$ cat config.mk
export PLATFORM = sky130hd
export DESIGN_NAME = ocl_axil_regfile
export DESIGN_NICKNAME = d
export VERILOG_FILES = /design/src/rtl/ocl_axil_regfile.sv
export SDC_FILE = /design/constraint.sdc
export NUM_CORES = 1
export LEC_CHECK = 0
export CAP_MARGIN = 25
export CORE_MARGIN = 3
export CORE_UTILIZATION = 40
export DETAILED_ROUTE_END_ITERATION = 10
export PLACE_DENSITY = 0.79
export SYNTH_ARGS = -nofsm -noshare
export SYNTH_HDL_FRONTEND = slang
export SYNTH_SLANG_ARGS = --single-unit
$ cat constraint.sdc
create_clock -name clk_main_a0 -period 19.52 [get_ports clk_main_a0]
set_clock_uncertainty 0.1 [all_clocks]
set_input_delay 1.952 -clock clk_main_a0 [delete_from_list [all_inputs] [get_ports clk_main_a0]]
set_output_delay 1.952 -clock clk_main_a0 [all_outputs]
set_load 0.01 [all_outputs]
$ cat src/rtl/ocl_axil_regfile.sv
// AXI4-Lite register file: NUM_REGS RW words, one RO synchronised vdip word.
// Define OCL_AXIL_REGFILE_SLVERR_EN to answer unmapped accesses with SLVERR.
module ocl_axil_regfile #(
  parameter int          NUM_REGS  = 8,
  parameter int          ADDR_W    = 32,
  parameter logic [31:0] BASE_ADDR = 32'h0000_0500,
  parameter int          VLED_IDX  = 1
) (
  input  logic                     clk_main_a0,
  input  logic                     rst_main,
  input  logic                     s_awvalid,
  input  logic [ADDR_W-1:0]        s_awaddr,
  output logic                     s_awready,
  input  logic                     s_wvalid,
  input  logic [31:0]              s_wdata,
  input  logic [3:0]               s_wstrb,
  output logic                     s_wready,
  output logic                     s_bvalid,
  output logic [1:0]               s_bresp,
  input  logic                     s_bready,
  input  logic                     s_arvalid,
  input  logic [ADDR_W-1:0]        s_araddr,
  output logic                     s_arready,
  output logic                     s_rvalid,
  output logic [31:0]              s_rdata,
  output logic [1:0]               s_rresp,
  input  logic                     s_rready,
  input  logic [15:0]              vdip_in,
  output logic [15:0]              vled_out,
  output logic [32*NUM_REGS-1:0]   regs_q,
  output logic [NUM_REGS-1:0]      wr_pulse
);

  localparam int IDX_W = (NUM_REGS > 1) ? $clog2(NUM_REGS) : 1;
  localparam logic [ADDR_W-1:0] BASE = ADDR_W'(BASE_ADDR);
  localparam logic [ADDR_W-1:0] NREG = ADDR_W'(NUM_REGS);

  logic              aw_full_q, aw_full_d;
  logic [ADDR_W-1:0] aw_addr_q, aw_addr_d;
  logic              w_full_q, w_full_d;
  logic [31:0]       w_data_q, w_data_d;
  logic [3:0]        w_strb_q, w_strb_d;
  logic              bvalid_q, bvalid_d;
  logic [1:0]        bresp_q, bresp_d;
  logic              rvalid_q, rvalid_d;
  logic [31:0]       rdata_q, rdata_d;
  logic [1:0]        rresp_q, rresp_d;
  logic [31:0]       rf_q [NUM_REGS];
  logic [31:0]       rf_d [NUM_REGS];
  logic [NUM_REGS-1:0] wr_pulse_q, wr_pulse_d;
  logic [15:0]       vdip_s1_q, vdip_s2_q;

  logic              commit;
  logic              ar_acc;
  logic [ADDR_W-1:0] aw_word, r_word;
  logic              aw_reg, r_reg, r_vdip;
  logic [IDX_W-1:0]  aw_idx, r_idx;
  logic              w_err;
  logic [31:0]       rd_val;
  logic [1:0]        rd_resp;

  function automatic logic [ADDR_W-1:0] word_of(input logic [ADDR_W-1:0] a);
    return (a - BASE) >> 2;
  endfunction

  always_comb begin
    aw_word = word_of(aw_addr_q);
    aw_reg  = (aw_addr_q >= BASE) && (aw_word < NREG);
    aw_idx  = aw_word[IDX_W-1:0];
    r_word  = word_of(s_araddr);
    r_reg   = (s_araddr >= BASE) && (r_word < NREG);
    r_vdip  = (s_araddr >= BASE) && (r_word == NREG);
    r_idx   = r_word[IDX_W-1:0];
`ifdef OCL_AXIL_REGFILE_SLVERR_EN
    w_err   = !aw_reg;
`else
    w_err   = 1'b0;
`endif
  end

  always_comb begin
    rd_val  = 32'h0;
    rd_resp = 2'b00;
    if (r_reg) begin
      rd_val = rf_q[r_idx];
    end else if (r_vdip) begin
      rd_val = {16'h0, vdip_s2_q};
    end else begin
`ifdef OCL_AXIL_REGFILE_SLVERR_EN
      rd_resp = 2'b10;
`else
      rd_val  = 32'hDEAD_BEEF;
`endif
    end
  end

  always_comb begin
    aw_full_d  = aw_full_q;
    aw_addr_d  = aw_addr_q;
    w_full_d   = w_full_q;
    w_data_d   = w_data_q;
    w_strb_d   = w_strb_q;
    bvalid_d   = bvalid_q;
    bresp_d    = bresp_q;
    rvalid_d   = rvalid_q;
    rdata_d    = rdata_q;
    rresp_d    = rresp_q;
    wr_pulse_d = '0;
    commit     = aw_full_q && w_full_q && !bvalid_q;
    ar_acc     = s_arvalid && !rvalid_q;

    if (s_awvalid && !aw_full_q) begin
      aw_full_d = 1'b1;
      aw_addr_d = s_awaddr;
    end
    if (s_wvalid && !w_full_q) begin
      w_full_d = 1'b1;
      w_data_d = s_wdata;
      w_strb_d = s_wstrb;
    end
    if (bvalid_q && s_bready)
      bvalid_d = 1'b0;
    if (commit) begin
      aw_full_d = 1'b0;
      w_full_d  = 1'b0;
      bvalid_d  = 1'b1;
      bresp_d   = w_err ? 2'b10 : 2'b00;
    end

    // Discarded writes still respond but touch no register.
    for (int i = 0; i < NUM_REGS; i++) begin
      rf_d[i]       = rf_q[i];
      wr_pulse_d[i] = commit && aw_reg && (aw_idx == IDX_W'(i));
      if (wr_pulse_d[i]) begin
        for (int b = 0; b < 4; b++) begin
          if (w_strb_q[b])
            rf_d[i][8*b +: 8] = w_data_q[8*b +: 8];
        end
      end
    end

    if (rvalid_q && s_rready)
      rvalid_d = 1'b0;
    if (ar_acc) begin
      rvalid_d = 1'b1;
      rdata_d  = rd_val;
      rresp_d  = rd_resp;
    end
  end

  always_ff @(posedge clk_main_a0 or posedge rst_main) begin
    if (rst_main) begin
      aw_full_q  <= 1'b0;
      aw_addr_q  <= '0;
      w_full_q   <= 1'b0;
      w_data_q   <= '0;
      w_strb_q   <= '0;
      bvalid_q   <= 1'b0;
      bresp_q    <= 2'b00;
      rvalid_q   <= 1'b0;
      rdata_q    <= '0;
      rresp_q    <= 2'b00;
      wr_pulse_q <= '0;
      vdip_s1_q  <= '0;
      vdip_s2_q  <= '0;
      for (int i = 0; i < NUM_REGS; i++)
        rf_q[i] <= '0;
    end else begin
      aw_full_q  <= aw_full_d;
      aw_addr_q  <= aw_addr_d;
      w_full_q   <= w_full_d;
      w_data_q   <= w_data_d;
      w_strb_q   <= w_strb_d;
      bvalid_q   <= bvalid_d;
      bresp_q    <= bresp_d;
      rvalid_q   <= rvalid_d;
      rdata_q    <= rdata_d;
      rresp_q    <= rresp_d;
      wr_pulse_q <= wr_pulse_d;
      vdip_s1_q  <= vdip_in;
      vdip_s2_q  <= vdip_s1_q;
      for (int i = 0; i < NUM_REGS; i++)
        rf_q[i] <= rf_d[i];
    end
  end

  for (genvar g = 0; g < NUM_REGS; g++) begin : g_flat
    assign regs_q[32*g +: 32] = rf_q[g];
  end

  assign s_awready = !aw_full_q;
  assign s_wready  = !w_full_q;
  assign s_bvalid  = bvalid_q;
  assign s_bresp   = bresp_q;
  assign s_arready = !rvalid_q;
  assign s_rvalid  = rvalid_q;
  assign s_rdata   = rdata_q;
  assign s_rresp   = rresp_q;
  assign wr_pulse  = wr_pulse_q;
  assign vled_out  = rf_q[VLED_IDX][15:0];

endmodule
==> Yosys cells after proc, flatten, opt, wreduce, memory -nomap -nowiden <==
Cells that the tools add are included.
{ "word_totals": {"reg_bits": 400, "inputBits": 123, "output_inout_bits": 321, "elab_cells": 132} }
{ "op_classes": {"add_sub_neg": 2, "n_lt_le_gt_ge": 5, "eq_ne": 8, "n_mux": 13, "n_bitwise": 1, "reduce_logical": 60} }
{ "ops": {"columns": ["cell", "count"], "rows": [
  ["$mux W32", 4],
  ["$bmux W32 S3", 1],
  ["$ge A32 B11 Y1 const B", 2],
  ["$reduce_and A2 Y1", 32],
  ["$sub A32 B11 Y32 const B", 2],
  ["$lt A30 B4 Y1 const B", 2],
  ["$eq A30 B4 Y1 const B", 1],
  ["$logic_and A1 B1 Y1", 19],
  ["$eq A3 B3 Y1 const B", 4],
  ["$mux W1", 8],
  ["$reduce_bool A2 Y1", 4],
  ["$eq A3 B2 Y1 const B", 2],
  ["$ge A4 B4 Y1 const B", 1],
  ["$logic_not A1 Y1", 4],
  ["$not A3 Y4", 1],
  ["$eq A3 B1 Y1 const B", 1],
  ["$logic_not A3 Y1", 1]
]} }

==> Depth between registers and ports, before layout <==
Gate-level depths: netlist of run 1.
{ "depth": {"word_depth": 6, "ltp_mapped": 7, "ltp_nobuf": 5} }

==> Worst setup path before layout of run 1 <==
Ideal clock, no wire load.
{ "synth_path": {"path_kind": "input -> register", "from": "input port s_araddr[24]", "to": "register rdata_q[0], in the netlist s_rdata[0]", "setup_time_ps": 141, "t_arrival_ps": 3561, "t_required_ps": 19279, "setup_slack_ps": 15718, "cell_stages": 6, "n_path_buf": 1, "path_cell_list": "or4_1 > nor4b_1 > o21ai_1 > a221oi_2 > buf_2 > a31oi_1"} }
{ "synth_between": {"elab_chain_len": 5, "word_cells_on_any_way": 8, "cone_classes": "add/sub (1); order compare (2); eq/ne (1); mux (2); reduce/logical (2)"} }
{ "synth_rtl": {"columns": ["item", "line_no", "source"], "rows": [
  ["from (decl)", "22", "input logic [ADDR_W-1:0] s_araddr,"],
  ["branches (longest 4 deep; another with $sub A32 B11 Y32)", null, null],
  ["$mux W32 *", "84", "if (r_reg) begin"],
  ["to (signal assigned)", "177", "rdata_q <= rdata_d;"],
  ["to (decl)", "46", "logic [31:0] rdata_q, rdata_d;"]
]} }
Every way passes the cells marked *.
A chain may end at the register's enable or synchronous reset.

==> Worst setup path in the final report of run 1 <==
{ "layout_path": {"from": "input port s_araddr[2]", "to": "register rdata_q[27], in the netlist s_rdata[27]"} }
{ "layout_between": {"elab_chain_len": 6, "word_cells_on_any_way": 12, "cone_classes": "add/sub (1); order compare (2); eq/ne (1); mux (5); bitwise (1); reduce/logical (2)"} }
{ "layout_rtl": {"columns": ["item", "line_no"], "rows": [
  ["branches (longest 5 deep; another with $sub A32 B11 Y32)", null],
  ["$mux W32 *", "84"]
]} }
Every way passes the cells marked *. The select of a mux whose other input is x is not followed.

==> results of run 1 <==
-- metal layers --
metal | track usage | routed length, um
met5 | 0 | 52
met4 | 0.0901 | 2010
met3 | 0.0543 | 3770
met2 | 0.376 | 25300
met1 | 0.301 | 21700
-- worst paths after layout --
kind / from / end / slack (ns)
worst max-delay path: s_araddr[2] / s_rdata[27] / 14.83
worst min-delay path: vdip_s1_q[1] / vdip_s2_q[1] / 0.24
worst max register to register: aw_addr_q[11] / regs_q[139] / 16.30
worst min register to register: vdip_s1_q[1] / vdip_s2_q[1] / 0.24
max in group asynchronous: rst_main / s_rdata[26] / 15.86
min in group asynchronous: rst_main / regs_q[97] / 1.89
-- layout by cell type, fill, tap and decap left out, types with 4 or more instances in the layout --
| cell | count |
|---|---|
| clkdlybuf4s50_1 | 433 |
| a32o_1 | 8 |
| clkbuf_8 | 12 |
| nor4_1 | 6 |
| clkbuf_1 | 5 |
| mux2i_1 | 6 |
| buf_4 | 13 |
| nand2_2 | 16 |
| and2_1 | 4 |
| nand3_2 | 7 |
| nand4_2 | 8 |
| dfrtp_1 | 398 |
| clkbuf_16 | 44 |
| o221ai_1 | 12 |
| conb_1 | 4 |
| o22a_1 | 13 |
| nor2b_1 | 6 |
| o21ai_0 | 15 |
| inv_1 | 7 |
| mux4_2 | 64 |
| mux2_1 | 10 |
| nand3_1 | 4 |
| a31oi_1 | 24 |
| nor2_1 | 38 |
| nand2b_1 | 7 |
| clkinv_2 | 9 |
| nor3_1 | 6 |
| mux2_2 | 312 |
-- synth_stat cells (4+ instances only) --
| cell | n |
|---|---|
| nor4_1 | 6 |
| buf_1 | 5 |
| o21ai_0 | 15 |
| nand2_2 | 16 |
| o221ai_1 | 12 |
| nand4_2 | 8 |
| nand2b_1 | 7 |
| nand3_1 | 4 |
| dfrtp_1 | 398 |
| o22a_1 | 13 |
| clkbuf_1 | 41 |
| and2_1 | 4 |
| nor2b_1 | 9 |
| inv_1 | 8 |
| mux2_1 | 10 |
| nand3_2 | 7 |
| buf_2 | 8 |
| mux4_2 | 64 |
| mux2_2 | 312 |
| a31oi_1 | 24 |
| mux2i_1 | 6 |
| nor2_1 | 38 |
| buf_4 | 23 |
| nor3_1 | 7 |
| a32o_1 | 8 |
-- flip-flops by register name (all words and copies together), names as in the netlist, 4 cells and up --
name       count
w_data_q      32
regs_q       256
w_strb_q       4
wr_pulse       8
aw_addr_q     30
s_rdata       32
vdip_s2_q     16
vdip_s1_q     16
-- through the flow --
stage,instances,area (um^2),utilization,hold slack (ns)
final,2077,23300,0.562,0.237
after CTS,2076,23300,0.562,0.234
after detailed placement,1998,21800,0.527,0.235
after global routing,2077,23300,0.562,0.251
after global placement,1997,21800,0.526,0.232
after floorplan,1095,17000,-,0.231
-- area by class of cell --
cell class                 count  share of cell area
antenna                        1            0.000108
clock buffer                  61              0.0552
clock inverter                17             0.00790
inverter                       8             0.00161
multi-input combinational    612               0.286
sequential                   398               0.428
tap                          532              0.0286
timing repair buffer         448               0.192
-- cells by family after synthesis --
group                     count (synthesis)  share of synthesized area
buffers and inverters                    85                     0.0244
xor gates and xnor gates                  1                   0.000515
AOI/OAI and AO/OA                        86                     0.0381
and+or+nand+nor                         129                     0.0492
other                                     1                   0.000221
DFF                                     398                      0.586
muxes                                   392                      0.302
-- power groups by stage --
stage | Clock [mW] | Combinational, mW | Sequential [mW]
floorplan | 0 | 0.188 | 0.985
global placement | 0 | 0.238 | 1.04
detailed placement | 0 | 0.246 | 1.05
CTS | 0.855 | 0.248 | 1.03
global route | 0.889 | 0.264 | 1.05
finish | 0.838 | 0.245 | 1.03
==> run_results.csv, run 1 <==
group,metric,value,unit
cts,htreeDepth,2,
critical_path,r2r_cells,5,
synthesis,synth.yosys.seq_area_share,0.586,
power,power_density,90.9,nW/um^2
sta,period_needed,4.69,ns
sta,fmax,0.213,GHz
cts,cts_tree,"yes",
power,combPwrFrac,0.116,
sta,fin_ws,14.83,ns
critical_path,crit_chain,"buf_4 -> buf_4 -> or4b_2 -> o221ai_1 -> a31oi_1",
sta,hold_viol,0,
power,vdd_drop_max,0.0924,mV
synthesis,synth_area_leaders,"dfrtp_1 59%, mux2_2 21%, mux4_2 8.5%, buf_4 1.0%, clkbuf_1 0.91%",
global_route,grt_max_degree,184,
synthesis,synth_edf_count,0,
sta,rsz0062_at_grt,"no",
drt,drtIter0Drc,700,
critical_path,worst-setup-path-type,"in -> reg",
drt,drt-total-wl,52.9,mm
power,intPower,1.53,mW
sta,slew_headroom,0.263,
power,p_switching,0.585,mW
sta,tns,0,ns
sta,maxSlewViolCount,0,
synthesis,synth-main-ff-cell,"dfrtp_1",
die,row_count,74,
synthesis,yosysUniqueCellTypes,50,
synthesis,synthArstFlopShare,1.00,
cts,hold_buffers,0,
power,leakagePower,10.4,nW
drt,via_per_inst,5.61,
final_layout,drive_above_1_share,0.330,
cts,clock_sinks,398,
synthesis,synthCells,1092,
critical_path,crit_path_start_kind,"input pin",
critical_path,cp_max_fo,35,
hold_path,hold_depth,0,
synthesis,syn_area,17000,um^2
global_route,grt_usage,0.230,
critical_path,critPathMostFrequentCell,"buf_4",
place,io_buffers,435,
global_route,grt_pass1_vias,12129,
drt,drtPass1Iterations,5,
flow_run,maxCapViolations,0,
cts,clkSlewWorstSetupHoldPaths,0.06,ns
final_layout,fin_nets,1634,
cts,cts-resized-gates,0,
final_layout,area_growth,36.9,%
drt,vias,11651,
cts,clock_latency,0.56,ns
global_route,antenna_found_initial,5,
critical_path,cp_top_family,"buffers and inverters",
cts,cts_buffer_depth,3,
cts,cts_root_buffer,"clkbuf_16",
power,swShare,0.277,
synthesis,yosys.area.top_type,"dfrtp_1",
global_route,grt_pass1_wl,77.8,mm
power,sequentialPowerShare,0.488,
critical_path,slowest_delay,0.88,ns
global_route,overflow,0,
critical_path,endpoint_kind,"register",
drt,postRouteAntennaNets,0,
die,start_util,0.411,
critical_path,slowest_stage,"or4b_2",
sta,setup_viol_count_final,0,
hold_path,hp-class,"reg -> reg",
critical_path,worstPathArrival,5.05,ns
die,dieArea,45000,um^2
final_layout,multiInputGateArea,6660,um^2
synthesis,synth_seq_cells,398,
critical_path,cp.depth,5,
place,gp_congestion,0.884,
final_layout,seqCellArea,9960,um^2
sta,period_share,0.240,
cts,cts_buffers,43,
final_layout,fillers,3256,
die,boundaryPins,444,
synthesis,yosysWarnings,0,
run_status,outcome,"finished clean",
power,power,2.12,mW
synthesis,avgSynthCellArea,15.6,um^2
critical_path,cp.required,19.88,ns
place,hpwl,37.3,mm
die,die_h,212,um
drt,drc_errors,0,
die,core_area,41400,um^2
drt,routedWlPerCell,25.5,um
die,die_x,212,um
critical_path,cp_num_buf_inv,2,
place,pre_cts_slack,14.36,ns
cts,post_cts_buffers,0,
sta,tightestPinTransition,1.10,ns
power,clockPowerShare,0.396,
synthesis,synth_top_area_share,0.586,
(Power assumes the default switching activity.)
==> run 2, diff against run 1 <==
==> constraint.sdc (replaced) <==
create_clock -name clk_main_a0 -period 4.5 [get_ports clk_main_a0]
set_clock_uncertainty 0.1 [all_clocks]
set_input_delay 0.45 -clock clk_main_a0 [delete_from_list [all_inputs] [get_ports clk_main_a0]]
set_output_delay 0.45 -clock clk_main_a0 [all_outputs]
set_load 0.01 [all_outputs]
==> run 2 against run 1 <==
Against the previous run: register-to-register slack worse by 15 ns; global-route usage rose by 0.58 points; hold slack worse by 0.0090 ns; non-clock buffer count up 9; combinational power rose to 4.4 times the previous value; via count is 0.50% lower; die area stayed put; design area barely moved; clock power grew to 4.2 times the previous value; worst setup slack worse by 13 ns; sequential power increased to 4.4 times the previous value; critical path depth stayed put.
==> run_results.csv, run 2 (same netlist as run 1, synthesis figures left out) <==
group,metric,value,unit
power,swShare,0.279,
final_layout,fin_util,0.563,
die,row_count,74,
drt,postRouteAntennaNets,0,
sta,period_share,0.672,
critical_path,r2r_cells,5,
final_layout,fin_nets,1643,
cts,cts_buffers,43,
sta,maxSlewViolCount,0,
power,intPower,6.54,mW
final_layout,largest_register_ffs,256,
cts,clkSlewWorstSetupHoldPaths,0.06,ns
hold_path,hold_path_startpoint,"vdip_in[3]",
place,io_buffers,435,
sta,fin_ws,1.48,ns
cts,post_cts_buffers,0,
drt,vias,11593,
place,hpwl,38.4,mm
cts,hold_buffers,0,
drt,drtIter0Drc,658,
hold_path,hold_end,"vdip_s1_q[3]",
run_status,outcome,"finished clean",
cts,clock_latency,0.56,ns
place,gp_congestion,0.845,
flow_run,maxCapViolations,0,
cts,cts_root_buffer,"clkbuf_16",
sta,period_needed,3.02,ns
drt,via_per_inst,5.57,
critical_path,worst-setup-path-type,"reg -> reg",
drt,drc_errors,0,
cts,clock_sinks,398,
sta,rsz0062_at_grt,"no",
cts,cts-resized-gates,0,
critical_path,rrSetupSlack,1.48,ns
sta,tns,0,ns
sta,fmax,0.331,GHz
power,clockPowerShare,0.387,
final_layout,drive_above_1_share,0.332,
final_layout,area_growth,37.0,%
critical_path,cp.required,4.83,ns
global_route,overflow,0,
power,combPwrFrac,0.118,
global_route,grt_pass1_vias,12308,
power,p_switching,2.53,mW
final_layout,layout_common_cells,"433 x clkdlybuf4s50_1, 398 x dfrtp_1, 312 x mux2_2",
power,sequentialPowerShare,0.495,
cts,cts_buffer_depth,3,
global_route,grt_pass1_wl,79.7,mm
die,core_area,41400,um^2
critical_path,crit_path_start_kind,"register",
cts,htreeDepth,2,
critical_path,endpoint_kind,"register",
die,die_x,212,um
die,start_util,0.411,
die,boundaryPins,444,
global_route,grt_usage,0.236,
drt,drtPass1Iterations,6,
hold_path,hold_depth,1,
sta,slew_headroom,0.300,
critical_path,worstPathArrival,3.35,ns
place,pre_cts_slack,1.39,ns
cts,cts_tree,"yes",
sta,tightestPinTransition,1.04,ns
die,die_h,212,um
power,vdd_drop_max,0.440,mV
power,power_density,390,nW/um^2
global_route,grt_max_degree,121,
final_layout,layout_commonest_cell,"clkdlybuf4s50_1",
critical_path,r2r_start,"aw_addr_q[15]",
die,dieArea,45000,um^2
hold_path,hp-class,"in -> reg",
sta,setup_viol_count_final,0,
power,leakagePower,10.4,nW
drt,drt-total-wl,54.1,mm
critical_path,r2r-end,"regs_q[77]",
critical_path,cp_max_fo,8,
sta,hold_viol,0,
global_route,antenna_found_initial,3,
drt,routedWlPerCell,26.0,um
## run 2: critical path: stages, from the launching register on
cell and delay, ns:
dfrtp_1 0.38, nor4_1 0.32, nand4_1 0.31, nor4_4 0.98, nand2_2 0.39, mux2_1 0.42
## run 2: worst max path at each step
stage / cells after the start / end / from
2_1_floorplan: 1 / aw_addr_q[10] / rst_main
3_3_place_gp: 4 / s_rdata[2] / s_araddr[5]
3_5_place_dp: 4 / s_rdata[2] / s_araddr[5]
4_1_cts: 5 / regs_q[77] / aw_addr_q[15]
5_1_grt: 5 / regs_q[171] / aw_addr_q[15]
6_report: 5 / regs_q[77] / aw_addr_q[15]
## run 2: stage by stage
| step | hold slack (ns) | power, mW | cell area (um^2) | std cells |
|---|---|---|---|---|
| CTS | 0.184 | 9.15 | 23300 | 2082 |
| global route | 0.203 | 9.44 | 23300 | 2083 |
| global placement | 0.234 | 5.54 | 21900 | 2007 |
| floorplan | 0.231 | 5.09 | 17000 | 1095 |
| finish | 0.228 | 9.07 | 23300 | 2083 |
| detailed placement | 0.236 | 5.61 | 21900 | 2007 |
## run 2: cell type report
class / instances / area, um^2
Inverter: 8 / 33.8
Fill cell: 3251 / 18100
Clock inverter: 18 / 196
Timing Repair Buffer: 457 / 4550
Antenna cell: 1 / 2.50
Clock buffer: 57 / 1210
Multi-Input combinational cell: 612 / 6670
Sequential cell: 398 / 9960
Tap cell: 532 / 666
## run 2: per-layer routing
metal	track usage	routed length [um]	part of all wire	up-vias
met5	0	33	0.00061	-
met4	0.0861	1890	0.035	4
met3	0.0701	4290	0.079	118
met2	0.392	26400	0.49	451
met1	0.296	21400	0.40	6097
li1	-	-	-	4923
## run 2: power by group through the flow
stage	Combinational, mW	Sequential (mW)	Clock [mW]
floorplan	0.816	4.27	0
global placement	1.04	4.50	0
detailed placement	1.07	4.54	0
CTS	1.09	4.48	3.58
global route	1.16	4.56	3.72
finish	1.07	4.49	3.51
